$ cat src/rtl/pc_load_ctrl_pkg.sv
// ============================================================================
// Module   : pc_load_ctrl_pkg
// Purpose  : Shared types and constants for the program-counter load
//            controller (state encoding, default widths, reset vector).
// Revision : 1.0 - initial release
// ============================================================================
`default_nettype none

package pc_load_ctrl_pkg;

    localparam int PC_W  = 16;
    localparam int BUS_W = 8;

    localparam logic [PC_W-1:0] DEF_RST_VECTOR = 16'h0000;

    typedef enum logic [2:0] {
        RST  = 3'd0,
        VEC  = 3'd1,
        IDLE = 3'd2,
        JLO  = 3'd3,
        JHI  = 3'd4,
        LOAD = 3'd5,
        IRQ  = 3'd6
    } state_t;

endpackage

`default_nettype wire

$ cat src/rtl/pc_addr_assembler.sv
// ============================================================================
// Module   : pc_addr_assembler
// Purpose  : Collects a jump target delivered as two bus bytes (low byte
//            first) and presents the assembled address to the controller.
// Revision : 1.0 - initial release
// ============================================================================
`default_nettype none

module pc_addr_assembler
    import pc_load_ctrl_pkg::*;
#(
    parameter int BUSW = BUS_W
) (
    input  logic              Clk,
    input  logic              Reset,
    input  logic              capture_lo,
    input  logic              capture_hi,
    input  logic [BUSW-1:0]   data_in,
    output logic [2*BUSW-1:0] target
);

    logic [BUSW-1:0] hold;

    // Low byte waits in hold; the high byte completes the target in one shot
    always_ff @(posedge Clk) begin
        if (Reset) begin
            hold   <= '0;
            target <= '0;
        end else begin
            if (capture_lo) hold   <= data_in;
            if (capture_hi) target <= {data_in, hold};
        end
    end

endmodule

`default_nettype wire

$ cat src/rtl/pc_load_ctrl.sv
// ============================================================================
// Module   : pc_load_ctrl
// Purpose  : Sequences the ttl_74161 program-counter chain: reset vector,
//            fetch increments, two-byte jumps and (optionally) interrupts.
//            Optional feature macro: PC_LOAD_CTRL_IRQ_EN enables the IRQ path.
// Revision : 1.0 - initial release
// ============================================================================
`default_nettype none

module pc_load_ctrl
    import pc_load_ctrl_pkg::*;
#(
    parameter int               WIDTH      = PC_W,
    parameter int               BUSW       = BUS_W,
    parameter logic [WIDTH-1:0] RST_VECTOR = DEF_RST_VECTOR
) (
    input  logic             Clk,
    input  logic             Reset,
    input  logic             Inc_req,
    input  logic             Stall,
    input  logic             Jmp_req,
    input  logic [BUSW-1:0]  Jmp_data,
    input  logic             Jmp_valid,
    output logic             Jmp_ready,
    input  logic             Irq_req,
    input  logic [WIDTH-1:0] Irq_vector,
    output logic             PC_Clear_bar,
    output logic             PC_Load_bar,
    output logic             PC_ENT,
    output logic             PC_ENP,
    output logic [WIDTH-1:0] PC_D,
    output logic             Busy,
    output logic             Ack
);

    state_t           state;
    state_t           state_nxt;
    logic             ack_pending;
    logic             ack_set;
    logic             ack_clr;
    logic             capture_lo;
    logic             capture_hi;
    logic [WIDTH-1:0] target;

    pc_addr_assembler #(
        .BUSW (BUSW)
    ) u_asm (
        .Clk        (Clk),
        .Reset      (Reset),
        .capture_lo (capture_lo),
        .capture_hi (capture_hi),
        .data_in    (Jmp_data),
        .target     (target)
    );

`ifdef PC_LOAD_CTRL_IRQ_EN
    logic             irq_take;
    logic [WIDTH-1:0] irq_vec;

    // Vector is captured as IDLE hands over to IRQ so later changes are ignored
    always_ff @(posedge Clk) begin
        if (Reset)         irq_vec <= '0;
        else if (irq_take) irq_vec <= Irq_vector;
    end
`else
    // Interrupt ports stay on the boundary but have no function in this build
    logic unused_irq;
    assign unused_irq = ^{Irq_req, Irq_vector};
`endif

    // State register plus the pending-acknowledge flag
    always_ff @(posedge Clk) begin
        if (Reset) begin
            state       <= RST;
            ack_pending <= 1'b0;
        end else begin
            state <= state_nxt;
            if (ack_set)      ack_pending <= 1'b1;
            else if (ack_clr) ack_pending <= 1'b0;
        end
    end

    // Next state and counter-chain controls; Stall gates every action except in RST
    always_comb begin
        state_nxt    = state;
        PC_Clear_bar = 1'b1;
        PC_Load_bar  = 1'b1;
        PC_ENT       = 1'b0;
        PC_ENP       = 1'b0;
        PC_D         = '0;
        Jmp_ready    = 1'b0;
        Busy         = 1'b1;
        Ack          = 1'b0;
        ack_set      = 1'b0;
        ack_clr      = 1'b0;
        capture_lo   = 1'b0;
        capture_hi   = 1'b0;
`ifdef PC_LOAD_CTRL_IRQ_EN
        irq_take     = 1'b0;
`endif
        case (state)
            RST: begin
                PC_Clear_bar = 1'b0;
                state_nxt    = VEC;
            end
            VEC: begin
                PC_D = RST_VECTOR;
                if (!Stall) begin
                    PC_Load_bar = 1'b0;
                    state_nxt   = IDLE;
                end
            end
            IDLE: begin
                Busy = 1'b0;
                if (!Stall) begin
                    Ack     = ack_pending;
                    ack_clr = 1'b1;
`ifdef PC_LOAD_CTRL_IRQ_EN
                    if (Irq_req) begin
                        irq_take  = 1'b1;
                        state_nxt = IRQ;
                    end else
`endif
                    if (Jmp_req) begin
                        state_nxt = JLO;
                    end else if (Inc_req) begin
                        // Only request-to-output path: increment at this very edge
                        PC_ENT = 1'b1;
                        PC_ENP = 1'b1;
                    end
                end
            end
            JLO: begin
                if (!Stall) begin
                    Jmp_ready = 1'b1;
                    if (Jmp_valid) begin
                        capture_lo = 1'b1;
                        state_nxt  = JHI;
                    end
                end
            end
            JHI: begin
                if (!Stall) begin
                    Jmp_ready = 1'b1;
                    if (Jmp_valid) begin
                        capture_hi = 1'b1;
                        state_nxt  = LOAD;
                    end
                end
            end
            LOAD: begin
                PC_D = target;
                if (!Stall) begin
                    PC_Load_bar = 1'b0;
                    ack_set     = 1'b1;
                    state_nxt   = IDLE;
                end
            end
`ifdef PC_LOAD_CTRL_IRQ_EN
            IRQ: begin
                PC_D = irq_vec;
                if (!Stall) begin
                    PC_Load_bar = 1'b0;
                    ack_set     = 1'b1;
                    state_nxt   = IDLE;
                end
            end
`endif
            default: begin
                state_nxt = RST;
            end
        endcase
    end

endmodule

`default_nettype wire
$ cat config.mk
export PLATFORM = sky130hd
export DESIGN_NAME = pc_load_ctrl
export DESIGN_NICKNAME = d
export VERILOG_FILES = /design/src/rtl/pc_load_ctrl_pkg.sv /design/src/rtl/pc_addr_assembler.sv /design/src/rtl/pc_load_ctrl.sv
export SDC_FILE = /design/constraint.sdc
export NUM_CORES = 1
export LEC_CHECK = 0
export CORE_ASPECT_RATIO = 0.7
export CORE_MARGIN = 5
export CORE_UTILIZATION = 47
export DETAILED_ROUTE_END_ITERATION = 10
export GPL_ROUTABILITY_DRIVEN = 0
export PLACE_DENSITY = 0.85
export SETUP_SLACK_MARGIN = 0.5
export SLEW_MARGIN = 30
export SYNTH_ARGS = -nofsm -noshare
export SYNTH_HDL_FRONTEND = slang
export SYNTH_SLANG_ARGS = --single-unit
export TNS_END_PERCENT = 10
$ cat constraint.sdc
create_clock -name Clk -period 3.6 [get_ports Clk]
set_clock_uncertainty 0.1 [all_clocks]
set_input_delay 0.54 -clock Clk [delete_from_list [all_inputs] [get_ports Clk]]
set_output_delay 0.54 -clock Clk [all_outputs]
set_load 0.05 [all_outputs]
## Yosys cells after proc, flatten, opt, wreduce, memory -nomap -nowiden

Cells that the tools add are included.

- Equal/unequal tests: 12
- Muxes and demuxes: 29
- Reduce and logical (&&, ||, !) cells: 5

Operators with widths:

| operator | count |
|---|---|
| $mux W3 | 7 |
| $mux W1 | 20 |
| $mux W16 | 1 |
| $pmux W3 S5 | 1 |
| $ne A2 B2 Y1 const B | 7 |
| $reduce_and A7 Y1 | 1 |
| $eq A3 B2 Y1 const B | 2 |
| $eq A3 B3 Y1 const B | 2 |
| $reduce_or A2 Y1 | 2 |
| $eq A3 B1 Y1 const B | 1 |
| $logic_not A3 Y1 | 1 |
| $reduce_bool A2 Y1 | 1 |

- Flip-flop bits (word level): 28
- Input bits: 31

## Longest topological paths before layout

- Depth after elaboration: 4
- Mapped depth: 5
- Depth with buffers taken out: 3

## Hierarchy

Synthesis repeated with hierarchy kept, for this count alone.

- Cells, all modules: 135
- Area total of the unflattened synthesis: 1297.5 µm²

Modules (own cells, without submodules):

| module | instances | cells an instance | area each (µm²) | seq. area each (µm²) |
|---|---|---|---|---|
| pc_addr_assembler | 1 | 77 | 858.3 | 480.5 |
| pc_load_ctrl | 1 | 58 | 439.2 | 80.1 |

## Worst setup path before layout

OpenSTA, ideal clock, no wires.

- Path type: reg-to-output
- Start point: register state[2]
- End point: output Jmp_ready
- Arrival time: 1614 ps
- Setup slack: 1346 ps
- Cell stages (with the launch flop): 4
- Path buffers: 0
- Path through: dfxtp_1 inv_1 or3_1 a21oi_1

- Longest elaborated chain between the ends: 3

Ends and longest elaborated chain:

| element | line | text |
|---|---|---|
| start, declared | pc_load_ctrl.sv:36 | `state_t state;` |
| start signal, assigned | pc_load_ctrl.sv:77 | `state <= state_nxt;` |
| $eq A3 B3 Y1 or $eq A3 B2 Y1 (tied branches) | pc_load_ctrl.sv:101 | `case (state)` |
| $reduce_or A2 Y1 (no line) (*) | -- |  |
| $mux W1 (*) | -- |  |
| end, declared | pc_load_ctrl.sv:24 | `output logic Jmp_ready,` |

Mark *: on every way between the ends. The rest lies on a longest branch, timed or not.

## Final worst setup path

- Start point: input Stall
- End point: output PC_ENP

- Longest elaborated chain between the ends: 2

Ends and longest elaborated chain:

| element | line | text |
|---|---|---|
| start, declared | pc_load_ctrl.sv:20 | `input logic Stall,` |
| $mux W1 | pc_load_ctrl.sv:115 | `if (!Stall) begin` |
| $mux W1 | pc_load_ctrl.sv:101 |  |
| end, declared | pc_load_ctrl.sv:30 | `output logic PC_ENP,` |

Every way passes these cells.

==> metrics.txt <==
status finished clean; Post-synth EDFFs 0; Clock Latency Late Sink 270 ps; Setup crit start Stall; Critical Path RT 2960 ps; critical path endpoint category output pin; post-DP HPWL 2160 µm; sequential share of the synthesized area 39.68%; final setup fails 0; Starting Density 49.69%; Vias/cell 5.251; Yosys warning count 0; Max Clock Freq 0.3213 GHz; crit path max fanout 6; layout net count 207; Worst Hold Class reg -> reg; clk root buf clkbuf_8; total vias in the final route 1,108; GRT Overall Usage 16.13%; Post-synth ARST share 0%; r2r worst-path depth 4; largest net degree at the start of global routing 37; RSZ-0062 raised after global routing true; die area 0.004220 mm²; MaxCap Viol Count 0; most frequent CP cell clkdlybuf4s50_1; critical path arrival 2470 ps; Core ar. 0.002843 mm²; syn_nets 176; post-synth top area share 39.68%; ys flop type dfxtp_1; H-tree depth 1; vias in the first global route 1,167; crit path buf inv count 3; worst path cell trace clkdlybuf4s50_1, inv_1, and3_4, and3b_1, clkdlybuf4s50_1; post-synthesis area per instance 9.742 µm²; most area-consuming cells after synthesis dfxtp_1 40%, mux2i_1 17%, nand2b_1 15%; Inserted Clock Buffers 3; row cnt 16; grt total ovfl 0; largest stage delay on the critical path 800 ps; R2R setup slack 2050 ps; layer with the highest usage met2; post-layout worst setup margin 487.9 ps; Critical R2R Launch state[0]$_SDFFE_PP0P_; GRT met3 Usage 4.332%; delay-heaviest family, CP buffers and inverters; stages on the worst setup path 5; Die Y 55.87 µm; Pwr per Cell Area 336.8 mW/mm²; first-pass GRT wire length 5340 µm; Hold WS 376.3 ps; Die X 75.53 µm; Antenna Cells 0; Hold-fix buffers, CTS 0; Worst-Margin Slew 879.8 ps; worst setup path endpoint PC_ENP; CTS tree done; # DRC 0; Initial DRC Count 42; relative slew slack 41.16%; DR WL/cell 14.27 µm; Worst R2R End state[0]$_SDFFE_PP0P_; Final Util 63.56%; Yosys cell types 33; Slew Viols, Final 0; initial antenna violation count 0; Final Hold Fails 0; Post-Syn Area 0.001413 mm²; Mapped Cells 145; Port Buffers 36; Synth Register Bits 28; most frequent cell after synthesis nand2b_1; drt first pass iters 7; Post-Route WL 3011 µm; P_leak 0.7512 nW; slowest CP cell clkdlybuf4s50_1; Max VDD drop 0.2198 mV; Setup Crit Path Kind in -> out; cell taking the most area after synthesis dfxtp_1; CTS Buffer Depth 2; layout cells sized above 1 8.571%; GR Util met1 20.81%; Setup WS pre-CTS 481.5 ps; min cycle time layout 3112 ps; met2 Track Usage GR 25.09%; Area Growth Syn to Fin 27.90%; setup_tns 0 ps; clock slew seen by the registers of the worst setup and hold paths 90 ps; top cells by count, synth 33 x nand2b_1, 28 x dfxtp_1, 24 x mux2i_1; fin crit share 86.45%; Clock Sink Count 28; Worst Setup Start Kind input pin; post-route ant nets 0; io pins 54
## where the power goes
| group | internal [mW] | switching (mW) | total [mW] |
|---|---|---|---|
| logic | 0.0425 | 0.0484 | 0.0909 |
| registers | 0.314 | 0.0110 | 0.325 |
| clock network | 0.0979 | 0.0948 | 0.193 |
## routing by layer
layer	vias up	part of all wire (%)
met5	-	0
met4	0	1.3
met3	5	4.2
met2	21	47
met1	530	47
li1	552	-
## what timing repair did
| action | 4_1_cts | 5_1_grt |
|---|---|---|
| endpoints found under the hold margin | 0 | 0 |
| gates resized for setup | 2 | 1 |
| setup endpoints to repair | 13 | 13 |
| setup buffers | 0 | 0 |
## worst min-delay path by stage
stage | endpoint | slack (ps) | from | cells after the start
after floorplan | u_asm.target[13]$_SDFFE_PP0P_ | 340 | u_asm.target[13]$_SDFFE_PP0P_ | 2
after global placement | u_asm.target[14]$_SDFFE_PP0P_ | 350 | u_asm.target[14]$_SDFFE_PP0P_ | 2
after detailed placement | u_asm.target[3]$_SDFFE_PP0P_ | 360 | u_asm.target[3]$_SDFFE_PP0P_ | 2
after CTS | u_asm.target[3]$_SDFFE_PP0P_ | 380 | u_asm.target[3]$_SDFFE_PP0P_ | 2
after global routing | u_asm.target[2]$_SDFFE_PP0P_ | 400 | u_asm.target[2]$_SDFFE_PP0P_ | 2
final | u_asm.target[3]$_SDFFE_PP0P_ | 380 | u_asm.target[3]$_SDFFE_PP0P_ | 2
## state kept, by name (all words and copies together) (netlist names)
| register | cells |
|---|---|
| u_asm.hold | 8 |
| ack_pending | 1 |
| state | 3 |
| u_asm.target | 16 |
## cell families (layout without fill, tap and decap cells)
kind of cell | Yosys count | count (layout) | share of synthesized area [%]
compound gates | 10 | 10 | 4.696
buf+inv | 14 | 44 | 6.466
simple gates | 69 | 69 | 32.15
flops | 28 | 28 | 39.68
mux | 24 | 24 | 17.01
## tightest hold or removal path, delay by kind of cell (launching register included)
| family | cells | cell delay [ps] |
|---|---|---|
| flip-flops | 1 | 320 |
| multiplexers | 1 | 60 |
| AND/OR/NAND/NOR | 1 | 60 |
## cell type report
type / count / area (µm²)
multi-input combinational: 103 / 763.2
inverter: 2 / 7.507
clock buffer: 4 / 55.05
fill: 232 / 1036
sequential: 28 / 561.8
tap: 36 / 45.04
timing repair buffer: 38 / 374.1
## cells in the final DEF, fill, tap and decap left out, drive strengths merged, types with 2 or more instances in the layout
cell,count
nand2,4
inv,2
and2,2
nand2b,33
clkbuf,4
and3,17
buf,2
nor2,2
nor2b,2
a21oi,4
or3,2
dfxtp,28
clkdlybuf4s50,35
mux2i,24
## metrics by stage
step / instance area, µm² / std cells / power (mW)
6_report: 1807 / 211 / 0.6084
5_1_grt: 1807 / 211 / 0.6364
4_1_cts: 1805 / 211 / 0.6127
3_5_place_dp: 1749 / 207 / 0.4216
3_3_place_gp: 1749 / 207 / 0.4187
2_1_floorplan: 1413 / 145 / 0.3908
Power figures use the tool's default switching activity.
